## src/rtl/terc4_data_island_encoder.sv

```systemverilog
// TERC4 data island encoder for an HDMI TMDS link.
// Emits one data island per accepted start: preamble, leading guard band,
// 32*NUM_PACKETS TERC4 data symbols and a trailing guard band.
// All three TMDS characters are registered.
// data_rd is decoded from the state register and has no path from any input.
// Optional macro: TERC4_START_QUEUE_EN.
//   When defined, a start that arrives while an island is in flight is held in
//   a one-deep pending flag. The queued island launches after 4 IDLE control
//   cycles.
//   When undefined, such a start is dropped.
// Handshake: data_rd is high in exactly the cycles whose hdr_bit/ch1_data/
// ch2_data are sampled at the closing clock edge. The source must present a
// fresh nibble set in every data_rd cycle; there is no back-pressure.
module terc4_data_island_encoder #(
    parameter int NUM_PACKETS = 1
) (
    input  logic       clk,
    input  logic       rst,
    input  logic       start,
    input  logic       hsync,
    input  logic       vsync,
    input  logic       hdr_bit,
    input  logic [3:0] ch1_data,
    input  logic [3:0] ch2_data,
    output logic       data_rd,
    output logic [9:0] tmds_ch0,
    output logic [9:0] tmds_ch1,
    output logic [9:0] tmds_ch2,
    output logic       busy,
    output logic [2:0] dbg_state
);

    localparam int DATA_LEN = 32 * NUM_PACKETS;
    localparam int CW       = $clog2(DATA_LEN);

    localparam logic [CW-1:0] LAST_DATA = CW'(DATA_LEN - 1);
    localparam logic [CW-1:0] LAST_PRE  = CW'(7);
    localparam logic [CW-1:0] LAST_GRD  = CW'(1);

    localparam logic [9:0] CTRL_00 = 10'b1101010100;
    localparam logic [9:0] CTRL_01 = 10'b0010101011;
    localparam logic [9:0] CTRL_10 = 10'b0101010100;
    localparam logic [9:0] CTRL_11 = 10'b1010101011;
    localparam logic [9:0] GUARD   = 10'b0100110011;

    typedef enum logic [2:0] {
        IDLE        = 3'd0,
        PREAMBLE    = 3'd1,
        LEAD_GUARD  = 3'd2,
        DATA        = 3'd3,
        TRAIL_GUARD = 3'd4
    } state_t;

    state_t        state_q, state_d;
    logic [CW-1:0] cnt_q, cnt_d;
    logic [9:0]    tmds_ch0_q, tmds_ch0_d;
    logic [9:0]    tmds_ch1_q, tmds_ch1_d;
    logic [9:0]    tmds_ch2_q, tmds_ch2_d;
    logic          first_n;

    function automatic logic [9:0] ctrl_code(input logic [1:0] c);
        logic [9:0] r;
        unique case (c)
            2'b00:   r = CTRL_00;
            2'b01:   r = CTRL_01;
            2'b10:   r = CTRL_10;
            default: r = CTRL_11;
        endcase
        return r;
    endfunction

    function automatic logic [9:0] terc4(input logic [3:0] d);
        logic [9:0] r;
        unique case (d)
            4'b0000: r = 10'b1010011100;
            4'b0001: r = 10'b1001100011;
            4'b0010: r = 10'b1011100100;
            4'b0011: r = 10'b1011100010;
            4'b0100: r = 10'b0101110001;
            4'b0101: r = 10'b0100011110;
            4'b0110: r = 10'b0110001110;
            4'b0111: r = 10'b0100111100;
            4'b1000: r = 10'b1011001100;
            4'b1001: r = 10'b0100111001;
            4'b1010: r = 10'b0110011100;
            4'b1011: r = 10'b1011000110;
            4'b1100: r = 10'b1010001110;
            4'b1101: r = 10'b1001110001;
            4'b1110: r = 10'b0101100011;
            default: r = 10'b1011000011;
        endcase
        return r;
    endfunction

    // The low five counter bits are the symbol index within a packet.
    // They wrap 31->0 at each packet boundary.
    assign first_n = |cnt_q[4:0];

`ifdef TERC4_START_QUEUE_EN
    logic pend_q, pend_d;

    // Pending flag: armed by a start seen mid-island, cleared on launch.
    always_comb begin
        pend_d = pend_q;
        if (state_q != IDLE) begin
            if (start) pend_d = 1'b1;
        end else if (pend_q && cnt_q == CW'(3)) begin
            pend_d = 1'b0;
        end
    end

    // Pending flag register.
    always_ff @(posedge clk or posedge rst) begin
        if (rst) pend_q <= 1'b0;
        else     pend_q <= pend_d;
    end
`endif

    // Next-state and phase counter.
    always_comb begin
        state_d = state_q;
        cnt_d   = cnt_q;
        unique case (state_q)
            IDLE: begin
                cnt_d = '0;
`ifdef TERC4_START_QUEUE_EN
                if (pend_q) begin
                    if (cnt_q == CW'(3)) begin
                        state_d = PREAMBLE;
                    end else begin
                        cnt_d = cnt_q + 1'b1;
                    end
                end else if (start) begin
                    state_d = PREAMBLE;
                end
`else
                if (start) state_d = PREAMBLE;
`endif
            end
            PREAMBLE: begin
                cnt_d = cnt_q + 1'b1;
                if (cnt_q == LAST_PRE) begin
                    state_d = LEAD_GUARD;
                    cnt_d   = '0;
                end
            end
            LEAD_GUARD: begin
                cnt_d = cnt_q + 1'b1;
                if (cnt_q == LAST_GRD) begin
                    state_d = DATA;
                    cnt_d   = '0;
                end
            end
            DATA: begin
                cnt_d = cnt_q + 1'b1;
                if (cnt_q == LAST_DATA) begin
                    state_d = TRAIL_GUARD;
                    cnt_d   = '0;
                end
            end
            TRAIL_GUARD: begin
                cnt_d = cnt_q + 1'b1;
                if (cnt_q == LAST_GRD) begin
                    state_d = IDLE;
                    cnt_d   = '0;
                end
            end
            default: begin
                state_d = IDLE;
                cnt_d   = '0;
            end
        endcase
    end

    // Character selection for the cycle being closed; it registers at the next edge.
    always_comb begin
        tmds_ch0_d = ctrl_code({vsync, hsync});
        tmds_ch1_d = CTRL_00;
        tmds_ch2_d = CTRL_00;
        unique case (state_q)
            PREAMBLE: begin
                tmds_ch1_d = CTRL_01;
                tmds_ch2_d = CTRL_01;
            end
            LEAD_GUARD, TRAIL_GUARD: begin
                tmds_ch0_d = terc4({2'b11, vsync, hsync});
                tmds_ch1_d = GUARD;
                tmds_ch2_d = GUARD;
            end
            DATA: begin
                tmds_ch0_d = terc4({first_n, hdr_bit, vsync, hsync});
                tmds_ch1_d = terc4(ch1_data);
                tmds_ch2_d = terc4(ch2_data);
            end
            default: begin
            end
        endcase
    end

    // State, counter and output character registers.
    always_ff @(posedge clk or posedge rst) begin
        if (rst) begin
            state_q    <= IDLE;
            cnt_q      <= '0;
            tmds_ch0_q <= CTRL_00;
            tmds_ch1_q <= CTRL_00;
            tmds_ch2_q <= CTRL_00;
        end else begin
            state_q    <= state_d;
            cnt_q      <= cnt_d;
            tmds_ch0_q <= tmds_ch0_d;
            tmds_ch1_q <= tmds_ch1_d;
            tmds_ch2_q <= tmds_ch2_d;
        end
    end

    assign data_rd   = (state_q == DATA);
    assign busy      = (state_q != IDLE);
    assign tmds_ch0  = tmds_ch0_q;
    assign tmds_ch1  = tmds_ch1_q;
    assign tmds_ch2  = tmds_ch2_q;
    assign dbg_state = state_q;

endmodule

```

## config.mk

```make
export PLATFORM = sky130hd
export DESIGN_NAME = terc4_data_island_encoder
export DESIGN_NICKNAME = d
export VERILOG_FILES = /design/src/rtl/terc4_data_island_encoder.sv
export SDC_FILE = /design/constraint.sdc
export NUM_CORES = 1
export LEC_CHECK = 0
export ABC_AREA = 1
export CORE_ASPECT_RATIO = 0.6
export CORE_MARGIN = 4
export CORE_UTILIZATION = 45
export CTS_BUF_LIST = sky130_fd_sc_hd__clkbuf_4 sky130_fd_sc_hd__clkbuf_8
export DETAILED_ROUTE_END_ITERATION = 16
export PLACE_DENSITY = 0.76
export SLEW_MARGIN = 10
export SYNTH_ARGS = -nofsm -noshare
export SYNTH_HDL_FRONTEND = slang
export SYNTH_SLANG_ARGS = --single-unit
```

## constraint.sdc

```tcl
create_clock -name clk -period 2.35 [get_ports clk]
set_clock_uncertainty 0.05 [all_clocks]
set_input_delay 0.235 -clock clk [delete_from_list [all_inputs] [get_ports clk]]
set_output_delay 0.235 -clock clk [all_outputs]
set_load 0.02 [all_outputs]
```

==> results.ini <==
[die]
ioPinCount=49
die_h_um=66.41
die_w_um=105.4
rows=20
core_um2=5280
start_util_pct=48.46
die-area_um2=6996

[routing]
antenna_left=0
drt_first_iter_violations=147
vias=2401
wl_per_cell_um=13.47
first_pass_iters=7
drc_errors=0
wl_um=6279
vias_per_cell=5.152

[sta]
rsz0062_at_grt=no
hold_viol=0
relSlewSlack_pct=68.43
fmax_mhz=527.2
final-setup-viol-count=0
worst_slew_pin_slew_ns=0.4736
hold_slack_ns=0.3067
drv_slew=0
tns_ns=0
fin_crit_sh_pct=80.72
min_period_ns=1.897

[hold_path]
hold_path_class=input pin to async pin

[clock_network]
cts_buffers=5
clkLatencyLatePin_ns=0.29
clock-root-buffer=clkbuf_8
cts_setup_buffers=0
clk_pin_slew_worst_paths_ns=0.08
cts_resized=0
cts_max_level=2
cts_tree=yes
cts_hold_buffers=0
clock_path_buffers=2
cts_sinks=38

[global_routing]
gr-total-overflow=0
grt_util_all_layers_pct=18.90
grt_pass1_vias=2208
grt_pass1_wl_um=10600
antenna_found_initial=0
grt_max_degree=39

[final_layout]
regArea_um2=969.7
nNetsFinal=427
multi_input_area_um2=1370
layout-drive-gt1-share_pct=10.80
final.fill_count=478
antenna_cells=0
utilization_pct=60.36
area_delta_synth_final_pct=24.55

[critical_path]
worst_setup_path_end_kind=output pin
rrSetupSlack_ns=0.65
cp.arrival_ns=1.61
cp_data_required_time_ns=2.07
start_kind=flop
crit_fanout=7
crit_type=flop to output pin

[place]
numPortBuffers=48
gp_congestion=0.9529
dp_hpwl_um=4687

[outcome]
outcome=finished clean

[power_and_ir_drop]
seqPwrFrac_pct=30.7
p_comb_share_pct=56.7
p_int_mw=2.216
total_power_mw=3.962
powerDensity_nw_per_um2=1243
ir_worst_vdd_mv=0.8729
power_frac_clock_pct=12.6
p_switching_mw=1.746
cellLeakagePower_nw=1.541
switching_share_pct=44.06

[yosys]
yosys_warnings=0
synth_area_um2=2559
synth_seq_cells=38
syn-num-nets=377
syn_area_per_cell_um2=7.570
synthCells=338
synthDistinctLibCells=31
ys_seq_area_share_pct=37.90

[job]
cap_violations=0

-- cell usage after synthesis (all sizes together) --
cell type	number	area [um2]
nor3	1	5.000
inv	34	127.6
nand3b	1	7.510
and3	1	6.260
a21oi	11	58.81
xor2	1	8.760
o211ai	5	37.54
ha	25	312.8
nand4	3	18.77
dfrtp	23	575.6
dfstp	15	394.1
clkbuf	2	7.510
o21ai	31	158.9
nand2	108	425.4
nand3	43	215.2
nor2	21	96.34
buf	8	76.32
clkinv	2	7.510
a31oi	2	12.51
or2	1	6.260
-- layer usage --
layer  vias up  part of all wire (%)  global-route usage (%)
met1      1068                    49                   27.93
met2       134                    40                   27.94
met4         0                  0.46                   2.619
li1       1192                     -                       -
met3         7                    11                   5.171
met5         -                     0                       0
-- power by group through the flow --
stage                     clock network, mW  registers (mW)  logic [mW]
after CTS                             0.505            1.22        2.25
after global routing                  0.534            1.26        2.47
after detailed placement                  0            1.22        2.24
final                                 0.500            1.22        2.25
after floorplan                           0            1.57        1.04
after global placement                    0            1.22        2.22
-- state kept, by name, indices dropped and copies added, names as in the netlist --
register   cells
tmds_ch2      10
tmds_ch0      10
tmds_ch1      10
cnt_q          5
dbg_state      3
-- cell usage in the layout, fill, tap and decap left out --
| master | synthesis | routed |
|---|---|---|
| clkdlybuf4s50_1 | 0 | 48 |
| and3_1 | 1 | 1 |
| a21oi_1 | 10 | 10 |
| o211ai_1 | 5 | 5 |
| clkbuf_4 | 0 | 2 |
| o21ai_2 | 1 | 1 |
| nand2_1 | 104 | 104 |
| xor2_1 | 1 | 1 |
| nor2_1 | 16 | 16 |
| o21ai_1 | 2 | 2 |
| nor2_4 | 1 | 1 |
| nand3_1 | 43 | 43 |
| nand2_2 | 2 | 2 |
| nor3_1 | 1 | 1 |
| nand3b_1 | 1 | 1 |
| nand2_4 | 2 | 2 |
| a21oi_2 | 1 | 1 |
| inv_2 | 2 | 2 |
| clkinv_1 | 2 | 2 |
| dfrtp_1 | 23 | 23 |
| ha_1 | 25 | 25 |
| clkbuf_8 | 0 | 6 |
| or2_2 | 1 | 1 |
| buf_4 | 1 | 5 |
| a31oi_1 | 2 | 2 |
| inv_1 | 32 | 32 |
| nand4_1 | 3 | 3 |
| nor2_2 | 4 | 4 |
| o21ai_0 | 28 | 28 |
| dfstp_2 | 15 | 15 |
-- worst paths after layout --
check / from / endpoint / cells past startpoint
worst min register to register: cnt_q[0]$_DFF_PP0_ / cnt_q[0]$_DFF_PP0_ / 1
worst max register to register: dbg_state[1]$_DFFE_PP0P_ / cnt_q[2]$_DFF_PP0_ / 7
max in group asynchronous: rst / tmds_ch2[9]$_DFF_PP1_ / 3
worst min-delay path: rst / tmds_ch0[3]$_DFF_PP0_ / 3
min in group clk: cnt_q[0]$_DFF_PP0_ / cnt_q[0]$_DFF_PP0_ / 1
worst max-delay path: dbg_state[1]$_DFFE_PP0P_ / data_rd / 3
-- critical path, stage by stage, from the launching register on --
cell and delay (ns):
dfrtp_1 0.48, nand2_1 0.10, nor2_2 0.13, clkdlybuf4s50_1 0.62
-- cell type report --
class                   instances  area share [%]
clock buffers                   8           3.062
inverters                      36           4.240
multi-input cells             254           42.99
flip-flops and latches         38           30.43
well taps                      77           3.023
repair buffers                 53           16.25
-- cells by family (layout without fill, tap and decap cells) --
group | after synthesis | in the layout | synth area share (%)
flops | 38 | 38 | 37.90
fa+ha+maj | 25 | 25 | 12.22
compound gates | 49 | 49 | 10.46
buf+inv | 46 | 97 | 8.558
xor+xnor | 1 | 1 | 0.3424
simple gates | 179 | 179 | 30.51
-- stage by stage --
stage | instance area (um2) | setup slack [ns] | instances
global placement | 3089 | 0.4022 | 458
finish | 3187 | 0.4530 | 466
detailed placement | 3089 | 0.3674 | 458
CTS | 3187 | 0.4350 | 466
floorplan | 2559 | 0.9178 | 338
global route | 3187 | 0.3378 | 466
(Power assumes the default switching activity.)
